==> config.mk <==
export PLATFORM = sky130hd
export DESIGN_NAME = decode_stage
export DESIGN_NICKNAME = d
export VERILOG_FILES = /design/src/rtl/decode_stage.sv
export SDC_FILE = /design/constraint.sdc
export NUM_CORES = 1
export LEC_CHECK = 0
export BUFFER_PORTS_ARGS = -buffer_cell sky130_fd_sc_hd__buf_2
export CAP_MARGIN = 20
export CORE_ASPECT_RATIO = 0.5
export CORE_MARGIN = 1.5
export CORE_UTILIZATION = 58
export DETAILED_ROUTE_END_ITERATION = 12
export PLACE_DENSITY = 0.85
export SLEW_MARGIN = 20
export SYNTH_ARGS = -nofsm -noshare
export SYNTH_HDL_FRONTEND = slang
export SYNTH_SLANG_ARGS = --single-unit
==> constraint.sdc <==
create_clock -name clk -period 3 [get_ports clk]
set_input_delay 0.6 -clock clk [delete_from_list [all_inputs] [get_ports clk]]
set_output_delay 0.6 -clock clk [all_outputs]
set_load 0.005 [all_outputs]
==> src/rtl/decode_stage.sv <==
`default_nettype none
// ============================================================================
// decode_stage : registered RISC-V decode stage with a two-entry skid buffer.
// Optional macro DECODE_ILLEGAL_EN builds illegal-instruction detection.
// Revision 1.0
// ============================================================================
module decode_stage #(
   parameter int XLEN  = 64,
   parameter bit RV64W = 1'b1
) (
   input  logic            clk,
   input  logic            reset,
   input  logic            flush_i,
   input  logic            in_valid_i,
   output logic            in_ready_o,
   input  logic [31:0]     instr_i,
   input  logic [XLEN-1:0] pc_i,
   output logic            out_valid_o,
   input  logic            out_ready_i,
   output logic [4:0]      rs1_o,
   output logic [4:0]      rs2_o,
   output logic [4:0]      rd_o,
   output logic [6:0]      op_o,
   output logic [2:0]      funct3_o,
   output logic [6:0]      funct7_o,
   output logic            r_type_o,
   output logic            i_type_o,
   output logic            s_type_o,
   output logic            b_type_o,
   output logic            u_type_o,
   output logic            j_type_o,
   output logic [XLEN-1:0] imm_o,
   output logic [XLEN-1:0] pc_o,
   output logic            illegal_o
);

   localparam bit W_EN = (XLEN == 64) && RV64W;

   typedef struct packed {
      logic [31:0]     instr;
      logic [5:0]      cls;      // {r,i,s,b,u,j}
      logic [XLEN-1:0] imm;
      logic [XLEN-1:0] pc;
      logic            illegal;
   } entry_t;

   typedef enum logic [1:0] {
      EMPTY = 2'd0,
      ONE   = 2'd1,
      TWO   = 2'd2
   } state_e;

   state_e state_q, state_d;
   entry_t main_q, main_d, skid_q, skid_d;
   logic   ready_q, ready_d;
   entry_t dec;
   logic   accept, pop;
   logic [63:0] imm64;

   // Immediates are formed at 64 bits and truncated so XLEN=32 needs no special case.
   always_comb begin
      dec       = '0;
      imm64     = '0;
      dec.instr = instr_i;
      dec.pc    = pc_i;
      unique case (instr_i[6:0])
         7'b0110011: dec.cls = 6'b100000;
         7'b0010011, 7'b0000011, 7'b1100111: dec.cls = 6'b010000;
         7'b0100011: dec.cls = 6'b001000;
         7'b1100011: dec.cls = 6'b000100;
         7'b0110111, 7'b0010111: dec.cls = 6'b000010;
         7'b1101111: dec.cls = 6'b000001;
         7'b0111011: dec.cls = W_EN ? 6'b100000 : 6'b000000;
         7'b0011011: dec.cls = W_EN ? 6'b010000 : 6'b000000;
         default:    dec.cls = 6'b000000;
      endcase
      unique case (1'b1)
         dec.cls[4]: imm64 = {{52{instr_i[31]}}, instr_i[31:20]};
         dec.cls[3]: imm64 = {{52{instr_i[31]}}, instr_i[31:25], instr_i[11:7]};
         dec.cls[2]: imm64 = {{52{instr_i[31]}}, instr_i[7], instr_i[30:25],
                              instr_i[11:8], 1'b0};
         dec.cls[1]: imm64 = {{32{instr_i[31]}}, instr_i[31:12], 12'h000};
         dec.cls[0]: imm64 = {{44{instr_i[31]}}, instr_i[19:12], instr_i[20],
                              instr_i[30:21], 1'b0};
         default:    imm64 = '0;
      endcase
      dec.imm = imm64[XLEN-1:0];
`ifdef DECODE_ILLEGAL_EN
      dec.illegal = (dec.cls == 6'b000000) || (instr_i[1:0] != 2'b11);
`else
      dec.illegal = 1'b0;
`endif
   end

   assign in_ready_o  = ready_q;
   assign out_valid_o = (state_q != EMPTY);
   assign accept      = in_valid_i && ready_q;
   assign pop         = out_valid_o && out_ready_i;

   always_comb begin
      state_d = state_q;
      main_d  = main_q;
      skid_d  = skid_q;
      unique case (state_q)
         EMPTY: if (accept) begin
            state_d = ONE;
            main_d  = dec;
         end
         ONE: begin
            if (accept && pop) begin
               main_d = dec;
            end else if (accept) begin
               state_d = TWO;
               skid_d  = dec;
            end else if (pop) begin
               state_d = EMPTY;
            end
         end
         TWO: if (pop) begin
            state_d = ONE;
            main_d  = skid_q;
         end
         default: state_d = EMPTY;
      endcase
      if (flush_i) begin
         state_d = EMPTY;
      end
      ready_d = (state_d != TWO);
   end

   always_ff @(posedge clk) begin
      if (reset) begin
         state_q <= EMPTY;
         ready_q <= 1'b1;
         main_q  <= '0;
         skid_q  <= '0;
      end else begin
         state_q <= state_d;
         ready_q <= ready_d;
         main_q  <= main_d;
         skid_q  <= skid_d;
      end
   end

   assign rs1_o     = main_q.instr[19:15];
   assign rs2_o     = main_q.instr[24:20];
   assign rd_o      = main_q.instr[11:7];
   assign op_o      = main_q.instr[6:0];
   assign funct3_o  = main_q.instr[14:12];
   assign funct7_o  = main_q.instr[31:25];
   assign r_type_o  = main_q.cls[5];
   assign i_type_o  = main_q.cls[4];
   assign s_type_o  = main_q.cls[3];
   assign b_type_o  = main_q.cls[2];
   assign u_type_o  = main_q.cls[1];
   assign j_type_o  = main_q.cls[0];
   assign imm_o     = main_q.imm;
   assign pc_o      = main_q.pc;
   assign illegal_o = main_q.illegal;

endmodule
`default_nettype wire

==> results.md, run 1 <==
- DR DRC count: 0
- Worst-Skew Late Latency: 0.51 ns
- Die H: roughly 100 um
- Critical path depth: 1
- Main combinational cell family by area after synthesis: simple AND/OR/NAND/NOR gates
- CP Data Required Time: between 2 and 2.5 ns
- Yosys reg bits: 271
- Layout Area Growth over Synthesis: 17.38%
- CP max FO: 34
- Final Setup Violations: 0
- CP Capture Point: imm_o[60]
- HPWL Detailed: between 15,000 and 20,000 um
- Peak supply drop: 332.2 uV
- Clock buffer depth: 3
- FF-to-FF path depth: 4
- FF-to-FF setup slack: a little under 0.9 ns
- Hold WS: approximately 0.26 ns
- Number of buffers created by CTS: 24
- Rel. slew slack: between 40% and 50%
- Synth Area in Adders: 0%
- Total GRT Usage: roughly 28%
- Synth Net Count: 1,521
- Final period util: about 75%
- Placed standard-cell area: 12,440 sq um
- PwrDens: a little under 600 nW/um^2
- CP max stage cell: dfxtp_1
- Die X: 200.3 um
- DR iter-0 viols: roughly 890
- Synth Warn #: 0
- Hold Vio Cnt, Final: 0
- # Post-CTS Setup Buffers: 0
- Critical Path Max Stage Delay: 0.86 ns
- Hold-fix buffers, CTS: 0
- Crit. End Element: output pin
- CP cell instances: buf_2
- Seq/Total Area, Yosys: 48.07%
- Fmax: between 400 and 500 MHz
- Rows: 35
- Kind of critical path: reg -> out
- Worst-path clk slew: 0.07 ns
- Critical path launch point type: flip-flop
- Synth Flop Type: dfxtp_1
- Grt total ovfl: 0
- Max cap viols: 0
- FF+latch area: around 5400 sq um
- Post-layout minimum cycle time: about 2.2 ns
- Core area: about 19,000 sq um
- Post-synthesis compound-gate area fraction: around 20%
- Vias: 10,780
- Clock Skews: 0.009742 ns
- Top delay family on crit path: flip-flops
- Post-Synth Simple-Gate Area: a little under a quarter
- Pre-Repair DR Iteration Count: 5
- Post-route ant nets: 0
- Design Power: between 7000 and 8000 uW
- Setup TNS: 0 ns
- # fillers: roughly 1,500
- Critical Path Source: imm_o[62]$_SDFFE_PP0P_
- Clock sinks: 271
- GP Congestion: between 0.9 and 1
- Worst path bufs/invs: 1
- Post-Synth XOR/XNOR Area: 0%
- PortBufs: ~270
- RR Startpoint: state_q[0]$_SDFF_PP0_
- Multi-input logic area: between 5000 and 6000 sq um
- Static Leak: between 0.005 and 0.006 uW
- Initial antenna violation count: 2
- Ys async rst share: 0%
- # diodes: 0
- Starting Density: 60.21%
- First-pass GRT wire length: approximately 48,000 um
- # IOs: 270
- Die area: about 20,000 sq um
- Largest net degree at the start of global routing: 113
- Vias in the first global route: 9,678
- CTS H-tree depth: 1
- Outcome: complete, no violations
- Share of cells above drive strength 1: approximately 22%
- Clk root buf: clkbuf_16
- RSZ-0062 raised after global routing: no
- Placement Setup Slack: roughly 0.64 ns
- Number of synthesized flops with an enable pin: 0
- Post-synthesis cell count: between 1,000 and 1,500
- Synthesized area: 11,290 sq um
- Min-delay worst type: in -> reg
- Post-synthesis mux area share: about 1.5%
- Distinct cells, synth: ~50
- RR Endpoint: pc_o[52]$_SDFFE_PP0P_
- Final nets: roughly 1,700
- Worst Tran Pin Value: ~0.85 ns
- Vias per inst: around 5.8
- Critical path data arrival time: approximately 1.6 ns
- Fin. max-slew vios: 0
- Worst setup margin: around 0.76 ns
- Finished Cell Area: ~13,000 sq um
- Total Wirelength: roughly 31,000 um
- Post_cts resized: 0
- CTS tree: yes
- Routed len/inst: 16.48 um
- Syn Area/Cell: approximately 7.9 sq um
how the worst min path moves through the flow:
stage          depth (start not counted)                     to                     start  slack (ns)
2_1_floorplan                          2  b_type_o$_SDFFE_PP0P_  skid_q[131]$_SDFFE_PP0P_        0.43
3_5_place_dp                           2  b_type_o$_SDFFE_PP0P_  skid_q[131]$_SDFFE_PP0P_        0.44
5_1_grt                                2  state_q[0]$_SDFF_PP0_                   flush_i        0.26
6_report                               2  state_q[0]$_SDFF_PP0_                   flush_i        0.26
3_3_place_gp                           2  b_type_o$_SDFFE_PP0P_  skid_q[131]$_SDFFE_PP0P_        0.44
4_1_cts                                2  state_q[0]$_SDFF_PP0_                   flush_i        0.25
state kept, by name, summed over array words and instances (netlist names), 3 cells and up:
name and count:
funct7_o 7, skid_q 134, rd_o 5, rs1_o 5, funct3_o 3, pc_o 64, rs2_o 5, op_o 7
imm_o 32
synthesized netlist by cell type, types with 7 or more instances:
master | count | share of area (%)
a211oi_1 | 24 | 1.6
a21oi_1 | 126 | 5.6
a221oi_1 | 8 | 0.62
a311oi_1 | 119 | 9.2
buf_2 | 51 | 2.3
buf_4 | 33 | 2.2
clkbuf_1 | 67 | 2.2
dfxtp_1 | 271 | 48
inv_1 | 11 | 0.37
mux2i_1 | 17 | 1.5
nand2_1 | 440 | 15
nand2b_1 | 16 | 0.89
nand3_1 | 7 | 0.31
nor2_1 | 134 | 4.5
nor3_1 | 11 | 0.49
o21ai_0 | 18 | 0.80
power breakdown:
part	total, uW	internal [uW]	switching, uW	leakage, uW
sequential	3860	3760	98.9	0.00222
combinational	815	333	482	0.00279
clock	3180	1800	1380	0.000399
layer usage:
metal / vias up / share of wire [%] / track usage [%]
li1: 5146 / - / -
met1: 5146 / 43 / 37.30
met2: 427 / 48 / 48.29
met3: 62 / 6.5 / 4.472
met4: 0 / 2.7 / 9.774
met5: - / 0 / 0
through the flow:
stage               utilization, %  instances
finish                       70.68       1853
floorplan                        -       1420
detailed placement           66.39       1809
global route                 70.68       1853
global placement             66.39       1809
CTS                          70.68       1853
final cells by class:
class / count / area share (%)
clock buffers: 29 / 4.836
multi-input cells: 981 / 38.29
well taps: 259 / 2.446
clock inverters: 15 / 1.237
flip-flops and latches: 271 / 40.95
inverters: 11 / 0.3117
repair buffers: 287 / 11.93
cells in the final DEF, fill, tap and decap left out, drive strengths merged, types with 4 or more instances in the layout:
cell,count
a21oi,127
clkinv,10
nand3,7
inv,12
o21ai,19
a211oi,26
a311oi,119
mux2i,17
clkbuf,30
nor2,135
dfxtp,271
o211ai,6
and2,4
nand2,441
o21bai,6
nor3,11
buf,286
a221oi,8
nor2b,4
nand2b,16
nor4,8
o22ai,5
cells by family (layout without fill, tap and decap cells):
| group | Yosys count | count (layout) |
|---|---|---|
| AO/OA/AOI/OAI | 327 | 327 |
| buffers and inverters | 168 | 342 |
| flip-flops | 271 | 271 |
| multiplexers | 17 | 17 |
| other | 1 | 1 |
| AND/OR/NAND/NOR | 636 | 636 |
Note: power is estimated with default switching activity, not from simulation.
==> run 2, diff against run 1 <==
--- a/config.mk
+++ b/config.mk
@@ -5,13 +5,14 @@
 export SDC_FILE = /design/constraint.sdc
 export NUM_CORES = 1
 export LEC_CHECK = 0
+export ABC_AREA = 1
 export BUFFER_PORTS_ARGS = -buffer_cell sky130_fd_sc_hd__buf_2
 export CAP_MARGIN = 20
 export CORE_ASPECT_RATIO = 0.5
 export CORE_MARGIN = 1.5
-export CORE_UTILIZATION = 58
+export CORE_UTILIZATION = 49
 export DETAILED_ROUTE_END_ITERATION = 12
-export PLACE_DENSITY = 0.85
+export PLACE_DENSITY = 0.77
 export SLEW_MARGIN = 20
 export SYNTH_ARGS = -nofsm -noshare
 export SYNTH_HDL_FRONTEND = slang
==> constraint.sdc (replaced) <==
create_clock -name clk -period 1.8 [get_ports clk]
set_input_delay 0.36 -clock clk [delete_from_list [all_inputs] [get_ports clk]]
set_output_delay 0.36 -clock clk [all_outputs]
set_load 0.005 [all_outputs]
==> run 2 against run 1 <==
Final cell count grew 14%. Core utilization down 11 points. Critical path type is now reg -> reg. Highest routed layer unchanged. Power rose by 66%. Cell area increased by 4.1%. First-iteration DRC count grew 12%. Area after synthesis rose by 2.3%. Non-clock buffer count up 21. Flip-flop and latch count unchanged.
==> results.md, run 2 <==
- Outcome: complete, no violations
- Critical path data arrival time: 2.12 ns
- End-of-flow core utilization: between 50% and 60%
- Peak supply drop: around 760 uV
- Synthesized area: between 10,000 and 15,000 sq um
- Worst Tran Pin Value: 0.6209 ns
- Share of cells above drive strength 1: ~20%
- Final nets: around 1,900
- Largest register FFs: approximately 130
- Top post-synthesis cells by count: nand2_1, dfxtp_1, o21ai_0, nor2_1, a21oi_1
- Initial antenna violation count: 1
- CP max stage cell: dfxtp_1
- Post_cts resized: 0
- Yosys reg bits: approximately 270
- Post-route ant nets: 0
- Top delay family on crit path: simple AND/OR/NAND/NOR gates
- FF-to-FF path depth: 7
- Starting Density: about half
- Ys async rst share: 0%
- Critical Path Max Stage Delay: approximately 0.33 ns
- Worst-path clk slew: approximately 0.070 ns
- Worst Hold Depth: 3
- Total Wirelength: about 32,000 um
- Final period util: 93.19%
- Worst-Skew Late Latency: around 0.53 ns
- DR DRC count: 0
- RR Endpoint: pc_o[56]$_SDFFE_PP0P_
- Hold Vio Cnt, Final: 0
- Design Power: about 13,000 uW
- Hold-fix buffers, CTS: 0
- Rows: 39
- Core area: approximately 23,000 sq um
- Vias: approximately 11,000
- RSZ-0062 raised after global routing: no
- Fmax: 596.2 MHz
- Combinational Power Share: 10.9%
- Grt total ovfl: 0
- Clock Skews: 0.01495 ns
- GP Congestion: 0.8280
- Kind of critical path: reg -> reg
- Synth Warn #: 0
- Largest net degree at the start of global routing: approximately 110
- Syn Area/Cell: 7.121 sq um
- Synth Net Count: 1,723
- CTS tree: yes
- Routed len/inst: approximately 15 um
- Post-synthesis cell count: between 1,500 and 2,000
- Die area: 24,560 sq um
- Sw frac: ~25%
- Die X: between 200 and 250 um
- DR iter-0 viols: 998
- HPWL Detailed: between 20,000 and 25,000 um
- Post-layout minimum cycle time: 1.677 ns
- Synth area leader: dfxtp_1
- Vias per inst: about 5.3
- Number of synthesized flops with an enable pin: 0
- Worst path bufs/invs: 2
- Number of buffers created by CTS: 24
- CP cell instances: or2_1 > nand2_1 > nand3_2 > inv_6 > buf_12 > o21ai_0 > a31oi_1
- CP Data Required Time: between 2 and 2.5 ns
- Crit. End Element: flip-flop
- Static Leak: ~0.0064 uW
- Max cap viols: 0
- Placement Setup Slack: -0.05502 ns
- # Post-CTS Setup Buffers: 0
- Synth Flop Type: dfxtp_1
- First-pass GRT wire length: 51,820 um
- # IOs: 270
- Seq/Total Area, Yosys: roughly 47%
- FF-to-FF setup slack: between 0.1 and 0.15 ns
- # fillers: 2,160
- CP max FO: 30
- Clock buffer depth: 3
- Worst setup margin: around 0.12 ns
- Setup TNS: 0 ns
- Total GRT Usage: 25.57%
- Synth top area share: a little under half
- Count leader, synth: nand2_1
- Hold Crit Start: flush_i
- PwrDens: between 900 and 1000 nW/um^2
- Critical path launch point type: flip-flop
- Layout Area Growth over Synthesis: 19.39%
- CTS H-tree depth: 1
- Biggest register: skid_q
- Sequential group share of total power: ~49%
- RR Startpoint: state_q[1]$_SDFF_PP0_
- Worst Hold End: in_ready_o$_SDFF_PP1_
- P_sw: between 3000 and 4000 uW
- Fin. max-slew vios: 0
- Clock sinks: about 270
- Pre-Repair DR Iteration Count: 7
- Internal Power: between 9000 and 10,000 uW
- Synth top area cells: dfxtp_1, o21ai_0, nand2_1
- Rel. slew slack: 58.61%
- Clk root buf: clkbuf_16
- Clock Power Share: between 30% and 40%
- Most common cell after layout, fill and taps aside: nand2_1
- Die H: between 100 and 150 um
- Min-delay worst type: in -> reg
- PortBufs: roughly 270
- Commonest cells after routing, fill and taps aside: nand2_1, dfxtp_1, buf_2, o21ai_0, nor2_1
- Vias in the first global route: between 10,000 and 15,000
- Distinct cells, synth: 25
- Final Setup Violations: 0
-- run 2: changes by cell type after synthesis, moves of 8 or more --
cell and delta:
o21ai_0 +245, nand2_1 -122, a311oi_1 -119, a31oi_1 +94, inv_1 +83, nor2_1 +83
nand3_1 +51, a211oi_1 -23, mux2i_1 -17, nand2b_1 -16, clkbuf_1 +11, nor3_1 -11
a221oi_1 -8
-- run 2: logic make-up after synthesis --
| logic type | count (synthesis) | synth area share, % |
|---|---|---|
| compound gates | 487 | 22.19 |
| xor+xnor | 1 | 0.07585 |
| buf+inv | 259 | 10.10 |
| flops | 271 | 46.97 |
| other cells | 1 | 0.03247 |
| simple gates | 603 | 20.64 |
-- run 2: how the worst max path moves through the flow --
stage,startpoint,end,cells after the start
6_report,state_q[1]$_SDFF_PP0_,pc_o[56]$_SDFFE_PP0P_,7
5_1_grt,state_q[1]$_SDFF_PP0_,pc_o[6]$_SDFFE_PP0P_,7
4_1_cts,state_q[1]$_SDFF_PP0_,pc_o[56]$_SDFFE_PP0P_,7
3_5_place_dp,instr_i[1],imm_o[13]$_SDFFE_PP0P_,9
3_3_place_gp,instr_i[1],imm_o[28]$_SDFFE_PP0P_,9
2_1_floorplan,instr_i[1],skid_q[86]$_SDFFE_PP0P_,9
-- run 2: per-layer routing --
| layer | vias to the layer above | wire (um) | global-route usage, % |
|---|---|---|---|
| li1 | 5647 | - | - |
| met1 | 5136 | 14580 | 34.94 |
| met2 | 343 | 14960 | 42.16 |
| met3 | 53 | 1752 | 3.689 |
| met4 | 0 | 661 | 7.166 |
| met5 | - | 0 | 0 |
-- run 2: final cells by class --
cell class | instances | area [sq um] | area share, %
Multi-Input combinational cell | 1092 | 4971 | 36.05
Clock buffer | 39 | 738.2 | 5.353
Sequential cell | 271 | 5425 | 39.34
Clock inverter | 4 | 45.04 | 0.3266
Inverter | 98 | 381.6 | 2.767
Antenna cell | 1 | 2.502 | 0.01815
Timing Repair Buffer | 308 | 1842 | 13.36
Tap cell | 307 | 384.1 | 2.786
-- run 2: worst register-to-register path: stages (launching register included) --
cell     delay [ns]
dfxtp_1        0.33
or2_1          0.24
nand2_1        0.11
nand3_2        0.13
inv_6          0.24
buf_12         0.22
o21ai_0        0.13
a31oi_1        0.20
-- run 2: stage by stage --
stage               instance area, sq um  hold WS (ns)  instances
finish                             13790        0.1019       2120
global route                       13790       0.09266       2120
CTS                                13790       0.07416       2119
detailed placement                 13000        0.4338       2076
global placement                   13000        0.4311       2076
floorplan                          11550        0.4237       1622
-- run 2: power by group through the flow --
stage	registers (uW)	clock network [uW]	logic, uW
6_report	6460	5180	1420
2_1_floorplan	6600	0	768
5_1_grt	6490	5570	1600
3_5_place_dp	6590	0	1420
4_1_cts	6460	5290	1430
3_3_place_gp	6580	0	1410
==> run 3, diff against run 2 <==
--- a/config.mk
+++ b/config.mk
@@ -10,9 +10,9 @@
 export CAP_MARGIN = 20
 export CORE_ASPECT_RATIO = 0.5
 export CORE_MARGIN = 1.5
-export CORE_UTILIZATION = 49
+export CORE_UTILIZATION = 45
 export DETAILED_ROUTE_END_ITERATION = 12
-export PLACE_DENSITY = 0.77
+export PLACE_DENSITY = 0.71
 export SLEW_MARGIN = 20
 export SYNTH_ARGS = -nofsm -noshare
 export SYNTH_HDL_FRONTEND = slang
==> run 3 against run 2 <==
Sequential power hardly changed. First-iteration DRC count is 12% lower. Combinational power hardly changed. Largest cell class unchanged.
==> results.md, run 3 (synthesis gave the netlist of run 2 again) <==
- Outcome: complete, no violations
- Clock Skews: ~0.025 ns
- Die area: ~27,000 sq um
- Vias: about 11,000
- Layout Area Growth over Synthesis: 19.98%
- Hold Vio Cnt, Final: 0
- GP Congestion: between 0.8 and 0.9
- Rel. slew slack: 60.90%
- Largest register FFs: around 130
- End-of-flow core utilization: between 50 and 60%
- Hold WS: about 0.079 ns
- CTS H-tree depth: 1
- Total GRT Usage: 23.81%
- Grt total ovfl: 0
- PortBufs: between 200 and 300
- Vias in the first global route: between 9,000 and 10,000
- Finished Layout Cells: 2,157
- Critical path data arrival time: around 1.3 ns
- Fin. max-slew vios: 0
- Final nets: ~1,900
- CP max FO: 4
- Number of buffers created by CTS: 25
- Design Power: 13,040 uW
- # Post-CTS Setup Buffers: 0
- Routed len/inst: between 15 and 20 um
- Vias per inst: around 5.2
- Worst Tran Pin Value: a little under 0.6 ns
- Min-delay worst type: in -> reg
- Largest net degree at the start of global routing: 117
- FF-to-FF setup slack: roughly 0.18 ns
- DR iter-0 viols: around 880
- Finished Cell Area: around 14,000 sq um
- Commonest cells after routing, fill and taps aside: nand2_1, dfxtp_1, buf_2, o21ai_0, nor2_1
- Biggest register: skid_q
- HPWL Detailed: 20,300 um
- # IOs: 270
- CP Data Required Time: between 1 and 1.5 ns
- Fmax: between 600 and 700 MHz
- Static Leak: around 0.0064 uW
- Max cap viols: 0
- Clock sinks: about 270
- Pre-Repair DR Iteration Count: 5
- DR DRC count: 0
- Core area: 25,190 sq um
- Critical Path Source: state_q[0]$_SDFF_PP0_
- Share of cells above drive strength 1: around a fifth
- Total Wirelength: around 33,000 um
- Hold Crit Start: flush_i
- PwrDens: about 940 nW/um^2
- Initial antenna violation count: 3
- Placed Instances: ~2,100
- Worst-Skew Late Latency: 0.55 ns
- Post-layout minimum cycle time: 1.632 ns
- Clock buffer depth: 3
- RSZ-0062 raised after global routing: no
- Peak supply drop: 621.7 uV
- Most common cell after layout, fill and taps aside: nand2_1
- Starting Density: a little under half
- Post-route ant nets: 0
- Crit. End Element: output pin
- Clk root buf: clkbuf_16
- Final Setup Violations: 0
- Rows: roughly 40
- Die H: about 120 um
- CTS tree: yes
- Worst-path clk slew: about 0.070 ns
- First-pass GRT wire length: 52,140 um
- Kind of critical path: reg -> out
- RR Startpoint: state_q[0]$_SDFF_PP0_
- Die X: 229.6 um
- Critical path launch point type: flip-flop
- Placed standard-cell area: 13,060 sq um
- Final period util: roughly nine tenths
## run 3: path summary, 6_finish.rpt
kind | to | cells after the start
worst max-delay path | out_valid_o | 2
worst min register to register | skid_q[54]$_SDFFE_PP0P_ | 2
worst min-delay path | in_ready_o$_SDFF_PP1_ | 3
worst max register to register | pc_o[25]$_SDFFE_PP0P_ | 7
## run 3: power by group
group | internal [uW] | switching, uW | leakage, uW
Clock | 2830 | 2310 | 0.000372
Combinational | 590 | 849 | 0.00385
Sequential | 6310 | 153 | 0.00222
## run 3: critical path, cell delays in order (launching register included)
cell and delay (ns):
dfxtp_1 0.37, or2_1 0.24, buf_2 0.14
## run 3: cell type report
type,instances,area [sq um]
Fill cell,2500,11330
Sequential cell,271,5425
Multi-Input combinational cell,1092,4971
Timing Repair Buffer,307,1884
Clock buffer,37,700.7
Tap cell,344,430.4
Inverter,98,381.6
Clock inverter,5,56.30
Antenna cell,3,7.507
## run 3: what timing repair did
action / 4_1_cts / 5_1_grt
hold buffers: 0 / 0
setup endpoints to repair: 0 / 12
resized for setup: 0 / 1
## run 3: layer usage
layer | up-vias | track usage, % | routed length [um]
met5 | - | 0 | 0
met4 | 0 | 8.816 | 1104
met3 | 75 | 3.979 | 1820
met2 | 289 | 39.17 | 15000
met1 | 5199 | 31.83 | 15060
li1 | 5662 | - | -
## run 3: metrics by stage
stage | worst slack (ns) | setup TNS, ns
2_1_floorplan | 0.3722 | 0
3_3_place_gp | 0.006414 | 0
3_5_place_dp | -0.05224 | -0.4971
4_1_cts | 0.09213 | 0
5_1_grt | 0.01177 | 0
6_report | 0.1684 | 0
